$ cat config.mk
export PLATFORM = sky130hd
export DESIGN_NAME = hazard_stall_unit_flat
export DESIGN_NICKNAME = d
export VERILOG_FILES = /design/src/rtl/hazard_stall_unit_if.sv /design/src/rtl/hazard_stall_unit.sv /design/src/flat_wrapper.sv
export SDC_FILE = /design/constraint.sdc
export NUM_CORES = 1
export LEC_CHECK = 0
export ABC_AREA = 1
export BUFFER_PORTS_ARGS = -buffer_cell sky130_fd_sc_hd__clkbuf_2
export CORE_AREA = 5 5 57 64
export DETAILED_ROUTE_END_ITERATION = 8
export DIE_AREA = 0 0 62 69
export GPL_TIMING_DRIVEN = 0
export HOLD_SLACK_MARGIN = 0.02
export PLACE_DENSITY = 0.61
export SYNTH_ARGS = -nofsm -noshare
export SYNTH_HDL_FRONTEND = slang
export SYNTH_SLANG_ARGS = --single-unit
$ cat constraint.sdc
create_clock -name clk_i -period 2 [get_ports clk_i]
set_input_delay 0.3 -clock clk_i [delete_from_list [all_inputs] [get_ports clk_i]]
set_output_delay 0.3 -clock clk_i [all_outputs]
set_load 0.02 [all_outputs]
$ cat src/rtl/hazard_stall_unit_if.sv
// Hold/flush control bundle between the pipeline and hazard_stall_unit.
// Perf-counter signals exist only when HAZARD_PERF_CNT_EN is defined.
interface hazard_stall_unit_if #(
  parameter int unsigned CNT_W = 32
);
  logic [4:0] IFID_RS1;
  logic [4:0] IFID_RS2;
  logic       IFID_UseRS1;
  logic       IFID_UseRS2;
  logic [4:0] IDEXE_RD;
  logic       IDEXE_MemRead;
  logic       EXE_BranchTaken;
  logic       MEM_Req;
  logic       DMEM_Ready;
  logic       PC_Write;
  logic       IFID_Write;
  logic       IFID_Flush;
  logic       IDEXE_Write;
  logic       IDEXE_Flush;
  logic       EXEMEM_Write;
  logic       MEMWB_Flush;
  logic       Timeout;
`ifdef HAZARD_PERF_CNT_EN
  logic [CNT_W-1:0] StallCycles;
  logic [CNT_W-1:0] FlushCount;
`endif

  if (CNT_W < 1) begin : g_bad_cnt_w
    $error("CNT_W must be at least 1");
  end

  modport master (
    output IFID_RS1, IFID_RS2, IFID_UseRS1, IFID_UseRS2, IDEXE_RD, IDEXE_MemRead,
    output EXE_BranchTaken, MEM_Req, DMEM_Ready,
`ifdef HAZARD_PERF_CNT_EN
    input  StallCycles, FlushCount,
`endif
    input  PC_Write, IFID_Write, IFID_Flush, IDEXE_Write, IDEXE_Flush, EXEMEM_Write,
    input  MEMWB_Flush, Timeout
  );

  modport slave (
    input  IFID_RS1, IFID_RS2, IFID_UseRS1, IFID_UseRS2, IDEXE_RD, IDEXE_MemRead,
    input  EXE_BranchTaken, MEM_Req, DMEM_Ready,
`ifdef HAZARD_PERF_CNT_EN
    output StallCycles, FlushCount,
`endif
    output PC_Write, IFID_Write, IFID_Flush, IDEXE_Write, IDEXE_Flush, EXEMEM_Write,
    output MEMWB_Flush, Timeout
  );
endinterface

$ cat src/rtl/hazard_stall_unit.sv
// Pipeline hold/flush controller: load-use stall, branch flush, data-memory wait with timeout.
// Optional perf counters (StallCycles, FlushCount) enabled by HAZARD_PERF_CNT_EN.
module hazard_stall_unit #(
  parameter int unsigned MEM_TIMEOUT = 64,
  parameter int unsigned CNT_W       = 32
) (
  input logic                clk_i,
  input logic                rst_i,
  hazard_stall_unit_if.slave hz
);
  localparam int unsigned CntW = $clog2(MEM_TIMEOUT + 1);
  localparam logic [CntW-1:0] CntMax = CntW'(MEM_TIMEOUT);
  localparam logic [CntW-1:0] CntOne = CntW'(1);

  if (MEM_TIMEOUT < 2 || MEM_TIMEOUT > 65535 || CNT_W < 1) begin : g_bad_params
    $error("MEM_TIMEOUT must be 2..65535 and CNT_W at least 1");
  end

  typedef enum logic [1:0] {StRun, StMemWait, StHalt} state_e;

  state_e          state_q;
  logic [CntW-1:0] cnt_q;
  logic            freeze;
  logic            branch;
  logic            hazard;
  logic            load_use;

  always_comb begin
    freeze = 1'b0;
    unique case (state_q)
      StRun:     freeze = hz.MEM_Req && !hz.DMEM_Ready;
      StMemWait: freeze = !hz.DMEM_Ready;
      StHalt:    freeze = 1'b1;
      default:   freeze = 1'b0;
    endcase
  end

  // Register x0 is hardwired, so a load targeting it never creates a dependency.
  assign hazard = hz.IDEXE_MemRead && (hz.IDEXE_RD != 5'd0) &&
                  ((hz.IFID_UseRS1 && (hz.IDEXE_RD == hz.IFID_RS1)) ||
                   (hz.IFID_UseRS2 && (hz.IDEXE_RD == hz.IFID_RS2)));
  assign branch   = !freeze && hz.EXE_BranchTaken;
  assign load_use = !freeze && !branch && hazard;

  always_comb begin
    hz.PC_Write     = 1'b0;
    hz.IFID_Write   = 1'b0;
    hz.IFID_Flush   = 1'b0;
    hz.IDEXE_Write  = 1'b0;
    hz.IDEXE_Flush  = 1'b0;
    hz.EXEMEM_Write = 1'b0;
    hz.MEMWB_Flush  = 1'b0;
    hz.Timeout      = 1'b0;
    if (!rst_i) begin
      hz.PC_Write     = !freeze && !load_use;
      hz.IFID_Write   = !freeze && !load_use;
      hz.IFID_Flush   = branch;
      hz.IDEXE_Write  = !freeze;
      hz.IDEXE_Flush  = branch || load_use;
      hz.EXEMEM_Write = !freeze;
      hz.MEMWB_Flush  = freeze;
      hz.Timeout      = (state_q == StHalt);
    end
  end

  always_ff @(posedge clk_i) begin
    if (rst_i) begin
      state_q <= StRun;
      cnt_q   <= '0;
    end else begin
      unique case (state_q)
        StRun: begin
          if (hz.MEM_Req && !hz.DMEM_Ready) begin
            state_q <= StMemWait;
            cnt_q   <= CntOne;
          end
        end
        StMemWait: begin
          if (hz.DMEM_Ready) begin
            state_q <= StRun;
            cnt_q   <= '0;
          end else if (cnt_q == CntMax) begin
            state_q <= StHalt;
          end else begin
            cnt_q <= cnt_q + CntOne;
          end
        end
        StHalt: begin
          state_q <= StHalt;
        end
        default: begin
          state_q <= StRun;
          cnt_q   <= '0;
        end
      endcase
    end
  end

`ifdef HAZARD_PERF_CNT_EN
  logic [CNT_W-1:0] stall_q;
  logic [CNT_W-1:0] flush_q;

  always_ff @(posedge clk_i) begin
    if (rst_i) begin
      stall_q <= '0;
      flush_q <= '0;
    end else begin
      if ((freeze || load_use) && (stall_q != '1)) stall_q <= stall_q + CNT_W'(1);
      if (branch && (flush_q != '1)) flush_q <= flush_q + CNT_W'(1);
    end
  end

  assign hz.StallCycles = stall_q;
  assign hz.FlushCount  = flush_q;
`endif
endmodule
$ cat src/flat_wrapper.sv
// flat-port wrapper written by rule: the top's interface ports become plain ports
module hazard_stall_unit_flat 
#(
  parameter int unsigned MEM_TIMEOUT = 64,
  parameter int unsigned CNT_W       = 32
)
  (clk_i, rst_i, hz_IFID_RS1, hz_IFID_RS2, hz_IFID_UseRS1, hz_IFID_UseRS2, hz_IDEXE_RD, hz_IDEXE_MemRead, hz_EXE_BranchTaken, hz_MEM_Req, hz_DMEM_Ready, hz_PC_Write, hz_IFID_Write, hz_IFID_Flush, hz_IDEXE_Write, hz_IDEXE_Flush, hz_EXEMEM_Write, hz_MEMWB_Flush, hz_Timeout);
  hazard_stall_unit_if #(.CNT_W(CNT_W)) hz_i ();
  input logic clk_i;
  input logic rst_i;
  input wire logic [$bits(hz_i.IFID_RS1)-1:0] hz_IFID_RS1;
  input wire logic [$bits(hz_i.IFID_RS2)-1:0] hz_IFID_RS2;
  input wire logic [$bits(hz_i.IFID_UseRS1)-1:0] hz_IFID_UseRS1;
  input wire logic [$bits(hz_i.IFID_UseRS2)-1:0] hz_IFID_UseRS2;
  input wire logic [$bits(hz_i.IDEXE_RD)-1:0] hz_IDEXE_RD;
  input wire logic [$bits(hz_i.IDEXE_MemRead)-1:0] hz_IDEXE_MemRead;
  input wire logic [$bits(hz_i.EXE_BranchTaken)-1:0] hz_EXE_BranchTaken;
  input wire logic [$bits(hz_i.MEM_Req)-1:0] hz_MEM_Req;
  input wire logic [$bits(hz_i.DMEM_Ready)-1:0] hz_DMEM_Ready;
  output wire logic [$bits(hz_i.PC_Write)-1:0] hz_PC_Write;
  output wire logic [$bits(hz_i.IFID_Write)-1:0] hz_IFID_Write;
  output wire logic [$bits(hz_i.IFID_Flush)-1:0] hz_IFID_Flush;
  output wire logic [$bits(hz_i.IDEXE_Write)-1:0] hz_IDEXE_Write;
  output wire logic [$bits(hz_i.IDEXE_Flush)-1:0] hz_IDEXE_Flush;
  output wire logic [$bits(hz_i.EXEMEM_Write)-1:0] hz_EXEMEM_Write;
  output wire logic [$bits(hz_i.MEMWB_Flush)-1:0] hz_MEMWB_Flush;
  output wire logic [$bits(hz_i.Timeout)-1:0] hz_Timeout;
  assign hz_i.IFID_RS1 = hz_IFID_RS1;
  assign hz_i.IFID_RS2 = hz_IFID_RS2;
  assign hz_i.IFID_UseRS1 = hz_IFID_UseRS1;
  assign hz_i.IFID_UseRS2 = hz_IFID_UseRS2;
  assign hz_i.IDEXE_RD = hz_IDEXE_RD;
  assign hz_i.IDEXE_MemRead = hz_IDEXE_MemRead;
  assign hz_i.EXE_BranchTaken = hz_EXE_BranchTaken;
  assign hz_i.MEM_Req = hz_MEM_Req;
  assign hz_i.DMEM_Ready = hz_DMEM_Ready;
  assign hz_PC_Write = hz_i.PC_Write;
  assign hz_IFID_Write = hz_i.IFID_Write;
  assign hz_IFID_Flush = hz_i.IFID_Flush;
  assign hz_IDEXE_Write = hz_i.IDEXE_Write;
  assign hz_IDEXE_Flush = hz_i.IDEXE_Flush;
  assign hz_EXEMEM_Write = hz_i.EXEMEM_Write;
  assign hz_MEMWB_Flush = hz_i.MEMWB_Flush;
  assign hz_Timeout = hz_i.Timeout;
  hazard_stall_unit #(.MEM_TIMEOUT(MEM_TIMEOUT), .CNT_W(CNT_W)) u_core (.clk_i(clk_i), .rst_i(rst_i), .hz(hz_i));
endmodule
# Yosys cells after proc, flatten, opt, wreduce, memory -nomap -nowiden
# Index checks and enable logic that the tools add are counted.
[classes]
div = 0
n_lt_le_gt_ge = 0
muxes = 15
add_sub_neg = 1
reduce_logical = 19
shifts = 0
n_eq_ne = 8
n_bitwise = 1
mul = 0
[ops]
columns = ["cell", "count"]
rows = [
  ["$mux W7", 3],
  ["$pmux W7 S3", 1],
  ["$eq A5 B5 Y1", 2],
  ["$logic_and A1 B1 Y1", 9],
  ["$add A7 B1 Y7 const B", 1],
  ["$eq A7 B7 Y1 const B", 1],
  ["$mux W1", 6],
  ["$mux W2", 3],
  ["$pmux W2 S3", 1],
  ["$reduce_bool A5 Y1", 1],
  ["$logic_not A1 Y1", 4],
  ["$ne A3 B2 Y1 const B", 1],
  ["$ne A3 B3 Y1 const B", 1],
  ["$pmux W1 S3", 1],
  ["$reduce_and A3 Y1", 1],
  ["$eq A2 B1 Y1 const B", 1],
  ["$eq A2 B2 Y1 const B", 1],
  ["$logic_not A2 Y1", 1],
  ["$logic_or A1 B1 Y1", 2],
  ["$ne A2 B1 Y1 const B", 1],
  ["$reduce_and A2 Y1", 1],
  ["$not A1 Y1", 1],
]
[totals]
romBits = 0
latchBits = 0
mem_count = 0
output_inout_bits = 8
input_bits = 23
ramBits = 0
word_cells = 46
regBits = 9

# Depth between registers and ports, before layout
# Gate-level depths: netlist of the first run.
[depth]
depth_word = 11
mapped_depth = 9
ltp_nobuf = 9

# Worst setup path before layout of the first run
# OpenSTA, ideal clock, no wires.
[synth_timing]
kind = "reg2out"
start = "register u_core.state_q[1]"
end = "output port hz_PC_Write"
required_ns = 1.700
stages_incl_launch_ff = 8
arrival_ns = 1.403
slack_ns = 0.297
path_buffers = 1
path_cell_list = "dfxtp_1 > nor2_1 > nand2_2 > nand2_2 > nand2_1 > a21oi_2 > a21oi_1 > buf_4"
[synth_between]
elab_chain_cells = 10
word_cells_on_any_way = 12
classes_between = "eq/ne: 2; mux: 2; reduce/logical: 8"
[synth_lines]
columns = ["item", "line", "rtl"]
rows = [
  ["start: declaration", "hazard_stall_unit.sv:21", "state_e state_q;"],
  ["start signal: assignment", "hazard_stall_unit.sv:68", "state_q <= StRun;"],
  ["start signal: assignment", "hazard_stall_unit.sv:74", "state_q <= StMemWait;"],
  ["start signal: assignment", "hazard_stall_unit.sv:80", "state_q <= StRun;"],
  ["$eq A2 B2 Y1, or another cell as far along", "hazard_stall_unit.sv:30", "unique case (state_q)"],
  ["$pmux W1 S3 (*)", "hazard_stall_unit.sv:30", ""],
  ["$logic_not A1 Y1 (*)", "n/a", ""],
  ["$logic_and A1 B1 Y1", "hazard_stall_unit.sv:42", "assign branch = !freeze && hz.EXE_BranchTaken;"],
  ["$logic_not A1 Y1", "hazard_stall_unit.sv:43", "assign load_use = !freeze && !branch && hazard;"],
  ["$logic_and A1 B1 Y1 (2 in a row)", "hazard_stall_unit.sv:43", ""],
  ["$logic_not A1 Y1", "n/a", ""],
  ["$logic_and A1 B1 Y1 (*)", "n/a", ""],
  ["$mux W1 (*)", "n/a", ""],
  ["end: declaration", "flat_wrapper.sv:20", "output wire logic [$bits(hz_i.PC_Write)-1:0] hz_PC_Write;"],
]
# Every way passes the cells marked *; elsewhere a longest branch is shown, timed or not.

# Worst setup path after layout of the first run
[layout_timing]
start = "register u_core.state_q[0]"
end = "output port hz_PC_Write"
[layout_between]
elab_chain_cells = 10
word_cells_on_any_way = 12
classes_between = "eq/ne: 2; mux: 2; reduce/logical: 8"
[layout_lines]
columns = ["item", "line", "rtl"]
rows = [
  ["$eq A2 B2 Y1, or another cell as far along", "hazard_stall_unit.sv:30", ""],
  ["$pmux W1 S3 (*)", "hazard_stall_unit.sv:30", ""],
  ["$logic_not A1 Y1 (*)", "hazard_stall_unit.sv:42, hazard_stall_unit.sv:43, hazard_stall_unit.sv:55", ""],
  ["$logic_and A1 B1 Y1", "hazard_stall_unit.sv:42", ""],
  ["$logic_not A1 Y1", "hazard_stall_unit.sv:43", ""],
  ["$logic_and A1 B1 Y1 (2 in a row)", "hazard_stall_unit.sv:43", ""],
  ["$logic_not A1 Y1", "hazard_stall_unit.sv:55", "hz.PC_Write = !freeze && !load_use;"],
  ["$logic_and A1 B1 Y1 (*)", "hazard_stall_unit.sv:55", ""],
  ["$mux W1 (*)", "hazard_stall_unit.sv:54", "if (!rst_i) begin"],
]
# Marked as above.

==> impl_metrics.sql, run 1 <==
INSERT INTO impl_metrics (metric_group, metric, value, unit) VALUES
('status', 'status', 'completed', ''),
('yosys', 'synth_top_flop_cell', 'sky130_fd_sc_hd__dfxtp_1', ''),
('drt', 'drt_drc_violations_left', '0', ''),
('critical_path', 'reg2reg_from', 'u_core.cnt_q[0]', ''),
('sta', 'worst_hold_slack', '0.4375', 'ns'),
('critical_path', 'critical_path_required', '1.70', 'ns'),
('grt', 'wire_length_of_the_first_global_routing_pass', '3.705', 'mm'),
('drt', 'drt.antenna.violating_nets', '0', ''),
('sta', 'fin_setup_tns', '0', 'ns'),
('sta', 'period_needed', '1.864', 'ns'),
('yosys', 'synth.yosys.warnings', '0', ''),
('yosys', 'postSynthRegisterBits', '9', ''),
('sta', 'final_hold_viol_count', '0', ''),
('floorplan', 'top_level_ports', '31', ''),
('yosys', 'seq_area_frac_synth', '20.06', '%'),
('floorplan', 'start_util', '30.53', '%'),
('floorplan', 'design.core.area', '2943', 'um2'),
('floorplan', 'die_width', '62', 'um'),
('critical_path', 'worst_stage_delay_on_the_critical_path', '0.42', 'ns'),
('yosys', 'postSynth.asyncResetShare', '0', '%'),
('placed_design', 'io_buffer_count', '30', ''),
('critical_path', 'timing.rr.end', 'u_core.cnt_q[2]', ''),
('floorplan', 'placement_rows', '21', ''),
('layout', 'layout-drive-gt1-share', '28.80', '%'),
('placed_design', 'place.detailed.instances', '221', ''),
('clocking', 'cts_hold_buffers', '0', ''),
('drt', 'dr_wl_cell', '9.200', 'um'),
('yosys', 'synth_top_area_cell', 'sky130_fd_sc_hd__nand2_1', ''),
('yosys', 'yosys.cell_count.top_type', 'sky130_fd_sc_hd__nand2_1', ''),
('clocking', 'post_cts_resize_count', '0', ''),
('layout', 'area_growth', '24.65', '%'),
('clocking', 'cts_tree', 'built', ''),
('grt', 'met1_routing_resource_usage_after_global_routing', '13.27', '%'),
('layout', 'finish.instance_area', '1120', 'um2'),
('grt', 'grt_antenna_before_repair', '0', ''),
('critical_path', 'setup.worst_path.class', 'flop to output port', ''),
('yosys', 'post_synth_mux_area_share', '0', '%'),
('drt', 'via_per_inst', '4.471', ''),
('clocking', 'cts_htree_levels', '1', ''),
('critical_path', 'cp_max_fo', '6', ''),
('sta', 'max_freq', '536.4', 'MHz'),
('power_and_ir_drop', 'pwr_density_cell', '577.0', 'nW/um2'),
('critical_path', 'path_depth', '8', ''),
('clocking', 'insertion_delay', '0.27', 'ns'),
('clocking', 'cts_made_buffers', '3', ''),
('clocking', 'clk_pin_slew', '0.07', 'ns'),
('yosys', 'number_of_enable_flip_flop_cells_after_synthesis', '0', ''),
('sta', 'setup_repair_after_global_routing_missed_its_margin', 'false', ''),
('critical_path', 'worstSetupStartpointType', 'flop', ''),
('grt', 'first_global_vias', '933', ''),
('grt', 'gr-usage-met2', '18.09', '%'),
('critical_path', 'timing.critical_path.to', 'hz_PC_Write', ''),
('critical_path', 'reg2reg_setup_slack', '0.60', 'ns'),
('layout', 'finalNetCount', '217', ''),
('critical_path', 'worst_path_max_delay_cell', 'sky130_fd_sc_hd__dfxtp_1', ''),
('yosys', 'synth_cell_type_count', '21', ''),
('yosys', 'post_synthesis_cell_area', '898.4', 'um2'),
('placed_design', 'rd_place_congestion', '0.7433', ''),
('floorplan', 'die-height', '69', 'um'),
('yosys', 'post_synth.cell_area_avg', '5.722', 'um2'),
('grt', 'global_route.overflow_total', '0', ''),
('drt', 'number_of_violations_reported_at_the_end_of_detailed_routing_iteration_0', '9', ''),
('min_path', 'classification_of_the_worst_slack_hold_path', 'primary input to flop', ''),
('critical_path', 'timing.critical_path.buf_inv', '2', ''),
('critical_path', 'worstSetupEndpointType', 'output port', ''),
('yosys', 'synth_xor_area_share', '0', '%'),
('yosys', 'netlist_top_cells_count', '52 x sky130_fd_sc_hd__nand2_1, 30 x sky130_fd_sc_hd__inv_1, 19 x sky130_fd_sc_hd__nor2_1', ''),
('yosys', 'fraction_of_the_mapped_netlist_area_in_compound_gates', '11.98', '%'),
('sta', 'largest_clock_skew_in_the_final_design', '0.007413', 'ns'),
('power_and_ir_drop', 'totalPowerFinal', '0.0006462', 'W'),
('yosys', 'net_count_after_synthesis', '182', '');
[metal layers]
layer,wire length (um),vias to the layer above
met5,0,-
met4,33,0
met3,55,4
met2,1031,18
met1,949,437
li1,-,547
[stage by stage]
stage | utilization (%) | setup WS [ns]
global placement | 37.07 | 0.2860
detailed placement | 37.07 | 0.2834
finish | 38.05 | 0.1358
global route | 38.05 | 0.02286
CTS | 38.01 | 0.06681
floorplan | - | 0.2970
[flip-flops by register name (all words and copies together) (netlist names)]
register / count
u_core.cnt_q: 7
u_core.state_q: 2
[cell usage in the layout, fill, tap and decap left out, types with 3 or more instances in the layout]
master,Yosys,routed
sky130_fd_sc_hd__nand2_1,52,52
sky130_fd_sc_hd__clkbuf_2,0,30
sky130_fd_sc_hd__clkbuf_4,0,3
sky130_fd_sc_hd__a21oi_2,5,5
sky130_fd_sc_hd__nand3_1,7,7
sky130_fd_sc_hd__o21ai_0,3,3
sky130_fd_sc_hd__nor2_1,19,19
sky130_fd_sc_hd__nand2_2,4,4
sky130_fd_sc_hd__a21oi_1,6,6
sky130_fd_sc_hd__dfxtp_1,9,8
sky130_fd_sc_hd__nand4_1,5,5
sky130_fd_sc_hd__inv_1,30,30
[kinds of logic (layout without fill, tap and decap cells)]
| group | count (synthesis) | count (layout) |
|---|---|---|
| flops | 9 | 9 |
| simple gates | 96 | 96 |
| fa+ha+maj | 2 | 2 |
| compound gates | 15 | 15 |
| buf+inv | 35 | 69 |
[report_power, final]
part	switching, W	total [W]	internal, W
sequential	0.0000230	0.000217	0.000194
combinational	0.000178	0.000286	0.000108
clock	0.0000689	0.000143	0.0000739
total	0.000270	0.000646	0.000376
[how the worst min path moves through the flow]
stage                     cells past startpoint       startpoint           endpoint
final                                         5       hz_MEM_Req  u_core.state_q[0]
after global routing                          4    hz_DMEM_Ready    u_core.cnt_q[5]
after CTS                                     5       hz_MEM_Req  u_core.state_q[0]
after detailed placement                      2  u_core.cnt_q[5]    u_core.cnt_q[5]
after global placement                        2  u_core.cnt_q[5]    u_core.cnt_q[5]
after floorplan                               2  u_core.cnt_q[5]    u_core.cnt_q[5]
[worst register-to-register path, cell delays in order (launching register included)]
cell	delay (ns)
sky130_fd_sc_hd__dfxtp_1	0.36
sky130_fd_sc_hd__inv_1	0.12
sky130_fd_sc_hd__ha_1	0.15
sky130_fd_sc_hd__inv_1	0.04
sky130_fd_sc_hd__nor2_1	0.21
sky130_fd_sc_hd__nand3_4	0.14
sky130_fd_sc_hd__nand2_4	0.12
sky130_fd_sc_hd__nand2_1	0.07
sky130_fd_sc_hd__a21oi_2	0.11
[cell type report]
type / count / area [um2]
Clock buffer: 3 / 22.52
Fill cell: 359 / 1823
Timing Repair Buffer: 30 / 150.1
Sequential cell: 9 / 181.4
Buffer: 3 / 18.77
Multi-Input combinational cell: 113 / 579.3
Tap cell: 34 / 42.54
Clock inverter: 1 / 5.005
Inverter: 32 / 120.1
Power figures use the tool's default switching activity.
==> inputs of run 2 (changes only) <==
Settings changed: ABC_AREA 1 to unset, CORE_AREA 5 5 57 64 to 5 5 52 59, DIE_AREA 0 0 62 69 to 0 0 57 64, PLACE_DENSITY 0.61 to 0.62.
==> impl_metrics.sql, run 2 <==
INSERT INTO impl_metrics (metric_group, metric, value, unit) VALUES
('status', 'status', 'finished with violations', ''),
('status', 'failing_checks', 'setup timing', ''),
('yosys', 'yosys.area_share.simple', '28.33', '%'),
('yosys', 'synth.yosys.warnings', '0', ''),
('layout', 'layoutNonFillerInstCount', '157', ''),
('layout', 'layout.cells.most_common', 'sky130_fd_sc_hd__clkbuf_2', ''),
('critical_path', 'timing.rr.end', 'u_core.cnt_q[3]', ''),
('clocking', 'insertion_delay', '0.26', 'ns'),
('sta', 'finalWorstSetupSlack', '-0.01304', 'ns'),
('yosys', 'postSynth.asyncResetShare', '0', '%'),
('grt', 'grt_max_degree', '10', ''),
('yosys', 'post_synth.cell_area_avg', '8.147', 'um2'),
('clocking', 'cts_max_path_buffers', '2', ''),
('floorplan', 'top_level_ports', '31', ''),
('power_and_ir_drop', 'power.share.clock', '31.7', '%'),
('power_and_ir_drop', 'combinationalPowerShare', '27.6', '%'),
('critical_path', 'setup.worst_path.class', 'flop to output port', ''),
('yosys', 'ys_top_cells_by_area', 'sky130_fd_sc_hd__dfxtp_1 25%, sky130_fd_sc_hd__xor2_1 12%, sky130_fd_sc_hd__a21oi_1 4.1%', ''),
('clocking', 'cts_root_buf', 'sky130_fd_sc_hd__clkbuf_4', ''),
('sta', 'timing.final.crit_share', '100.7', '%'),
('drt', 'drt.antenna.violating_nets', '0', ''),
('yosys', 'combinational_family_with_the_most_area_after_synthesis', 'simple AND/OR/NAND/NOR gates', ''),
('yosys', 'netlist_top_cells_count', '10 x sky130_fd_sc_hd__xor2_1, 9 x sky130_fd_sc_hd__dfxtp_1, 6 x sky130_fd_sc_hd__a21oi_1', ''),
('clocking', 'clk_pin_slew', '0.06', 'ns'),
('layout', 'layout-drive-gt1-share', '36.51', '%'),
('power_and_ir_drop', 'peakVddDrop', '0.3270', 'mV'),
('yosys', 'net_count_after_synthesis', '115', ''),
('layout', 'finalNetCount', '152', ''),
('critical_path', 'setup.worst_path.start', 'u_core.state_q[0]', ''),
('floorplan', 'design.core.area', '2425', 'um2'),
('grt', 'wire_length_of_the_first_global_routing_pass', '3.125', 'mm'),
('critical_path', 'timing.critical_path.cells', 'buf_6 -> or2_4 -> a221oi_4 -> and2_4 -> o21bai_1 -> buf_4', ''),
('power_and_ir_drop', 'pwr_density_cell', '452.0', 'nW/um2'),
('yosys', 'synth_top_flop_cell', 'sky130_fd_sc_hd__dfxtp_1', ''),
('clocking', 'cts_tree', 'built', ''),
('critical_path', 'worst_stage_delay_on_the_critical_path', '0.32', 'ns'),
('floorplan', 'die-height', '64', 'um'),
('clocking', 'cts_htree_levels', '1', ''),
('yosys', 'number_of_enable_flip_flop_cells_after_synthesis', '0', ''),
('sta', 'period_needed', '2.013', 'ns'),
('sta', 'setup_repair_after_global_routing_missed_its_margin', 'true', ''),
('sta', 'final_hold_viol_count', '0', ''),
('yosys', 'seq_area_frac_synth', '24.57', '%'),
('floorplan', 'die_width', '57', 'um'),
('yosys', 'fraction_of_the_mapped_netlist_area_in_compound_gates', '19.62', '%'),
('critical_path', 'worstSetupEndpointType', 'output port', ''),
('sta', 'tightest_slew', '0.6173', 'ns'),
('grt', 'global_route.overflow_total', '0', ''),
('critical_path', 'reg2reg_from', 'u_core.cnt_q[0]', ''),
('layout', 'area_growth', '37.54', '%'),
('grt', 'first_global_vias', '759', ''),
('job', 'maxCapViolations', '0', ''),
('sta', 'timing.final.setup_violations', '1', ''),
('drt', 'via_per_inst', '5.038', ''),
('yosys', 'synth_fa_ha_area_share', '3.413', '%'),
('drt', 'postRouteWirelength', '1.823', 'mm'),
('drt', 'vias', '791', ''),
('sta', 'max_freq', '496.8', 'MHz'),
('layout', 'max_ffs_per_register', '7', ''),
('clocking', 'clock-sinks', '9', ''),
('layout', 'most-common-layout-cells', '25 x sky130_fd_sc_hd__clkbuf_2, 10 x sky130_fd_sc_hd__xor2_1, 8 x sky130_fd_sc_hd__dfxtp_1', ''),
('grt', 'grt_antenna_before_repair', '0', ''),
('yosys', 'synth_cell_type_count', '38', ''),
('sta', 'max_slew_margin', '58.47', '%'),
('layout', 'antennaDiodeCount', '0', ''),
('yosys', 'synth_top_area_cell', 'sky130_fd_sc_hd__dfxtp_1', ''),
('sta', 'maxSlewViolCount', '0', ''),
('yosys', 'synthDominantCellAreaShare', '24.57', '%'),
('drt', 'dr_wl_cell', '11.61', 'um'),
('layout', 'top_register', 'u_core.cnt_q', ''),
('layout', 'post-route-util', '41.59', '%'),
('grt', 'grtUsageTotal', '10.26', '%'),
('min_path', 'classification_of_the_worst_slack_hold_path', 'primary input to flop', ''),
('critical_path', 'timing.critical_path.arrival', '1.71', 'ns'),
('placed_design', 'dpl.hpwl', '1.465', 'mm'),
('floorplan', 'placement_rows', '19', ''),
('power_and_ir_drop', 'power.internal', '0.0003219', 'W'),
('placed_design', 'io_buffer_count', '29', ''),
('placed_design', 'place.detailed.instances', '150', ''),
('power_and_ir_drop', 'power.share.sequential', '40.7', '%'),
('yosys', 'post_synth_mux_area_share', '1.365', '%'),
('placed_design', 'rd_place_congestion', '0.7371', ''),
('clocking', 'cts_made_buffers', '3', ''),
('layout', 'layout_top_registers', 'u_core.cnt_q x7, u_core.state_q x2', ''),
('critical_path', 'cp_max_fo', '5', ''),
('power_and_ir_drop', 'swShare', '29.39', '%'),
('sta', 'largest_clock_skew_in_the_final_design', '0.0002562', 'ns'),
('critical_path', 'reg2reg_setup_slack', '0.15', 'ns'),
('critical_path', 'r2r_cells', '7', ''),
('critical_path', 'timing.critical_path.to', 'hz_IDEXE_Flush', ''),
('drt', 'drt_drc_violations_left', '0', ''),
('yosys', 'post_synthesis_cell_area', '733.2', 'um2'),
('clocking', 'cts_hold_buffers', '0', ''),
('critical_path', 'worstSetupStartpointType', 'flop', ''),
('yosys', 'yosys.cell_count.top_type', 'sky130_fd_sc_hd__xor2_1', ''),
('drt', 'detailedRoute.firstPassIterationCount', '4', ''),
('yosys', 'postSynthRegisterBits', '9', ''),
('floorplan', 'start_util', '30.24', '%'),
('critical_path', 'critical_path_required', '1.70', 'ns'),
('yosys', 'synth_xor_area_share', '14.33', '%'),
('power_and_ir_drop', 'leakagePower', '0.4291', 'nW'),
('drt', 'number_of_violations_reported_at_the_end_of_detailed_routing_iteration_0', '2', ''),
('floorplan', 'die_area', '3648', 'um2'),
('yosys', 'syn-instance-count', '90', ''),
('power_and_ir_drop', 'power_switching', '0.0001340', 'W'),
('critical_path', 'worst_path_max_delay_cell', 'sky130_fd_sc_hd__dfxtp_2', '');
-- run 2: final cells by class --
| cell class | instances | area, um2 |
|---|---|---|
| Clock buffer | 4 | 26.28 |
| Buffer | 5 | 45.04 |
| Tap cell | 31 | 38.79 |
| Inverter | 4 | 15.01 |
| Multi-Input combinational cell | 71 | 508.0 |
| Fill cell | 262 | 1416 |
| Timing Repair Buffer | 33 | 193.9 |
| Sequential cell | 9 | 181.4 |
-- run 2: per-stage QoR --
stage	hold WS, ns	instance area [um2]	TNS (ns)	worst slack (ns)	power [W]
2_1_floorplan	0.4562	744.5	0	0.02395	0.0002556
3_3_place_gp	0.4796	928.4	0	0.09854	0.0002986
3_5_place_dp	0.4949	928.4	0	0.05620	0.0003019
4_1_cts	0.4381	1001	-0.1403	-0.07726	0.0004610
5_1_grt	0.4530	1008	-0.2597	-0.1214	0.0004855
6_report	0.4343	1008	-0.01304	-0.01304	0.0004559
-- run 2: worst min-delay path by stage --
| stage | startpoint | end | depth (start not counted) |
|---|---|---|---|
| 2_1_floorplan | u_core.cnt_q[5] | u_core.cnt_q[5] | 2 |
| 3_3_place_gp | u_core.cnt_q[5] | u_core.cnt_q[5] | 2 |
| 3_5_place_dp | u_core.cnt_q[5] | u_core.cnt_q[5] | 2 |
| 4_1_cts | hz_DMEM_Ready | u_core.state_q[0] | 4 |
| 5_1_grt | rst_i | u_core.state_q[1] | 2 |
| 6_report | rst_i | u_core.state_q[1] | 2 |
-- run 2: cell families (layout without fill, tap and decap cells) --
family,Yosys count,after routing
buffers and inverters,10,46
AOI/OAI and AO/OA,21,21
and+or+nand+nor,35,35
xor gates and xnor gates,12,12
muxes,1,1
adders and majority gates,2,2
DFF,9,9
-- run 2: routing by layer --
metal | global-route usage, % | up-vias | routed length, um | share of wire, %
met5 | 0 | - | 0 | 0
li1 | - | 400 | - | -
met3 | 5.030 | 0 | 203 | 11
met4 | 0.5797 | 0 | 0 | 0
met1 | 11.39 | 358 | 766 | 42
met2 | 18.43 | 33 | 853 | 47
-- run 2: what timing repair did --
item,4_1_cts,5_1_grt
endpoints found under the hold margin,0,0
gates resized for setup,8,6
buffers inserted,3,1
setup endpoints to repair,4,5
pin swaps,3,2
-- run 2: power by group through the flow --
stage,registers (W),clock network (W),logic (W)
after floorplan,0.000188,0,0.0000672
after detailed placement,0.000189,0,0.000113
final,0.000185,0.000145,0.000126
after global placement,0.000189,0,0.000110
after global routing,0.000186,0.000159,0.000140
after CTS,0.000185,0.000151,0.000124
-- run 2: worst max-delay path: cells and delay by family (launching register included) --
| family | cells | cell delay, ns |
|---|---|---|
| AND/OR/NAND/NOR | 2 | 0.43 |
| AO/OA/AOI/OAI | 2 | 0.42 |
| buffers and inverters | 2 | 0.27 |
| flip-flops | 1 | 0.32 |
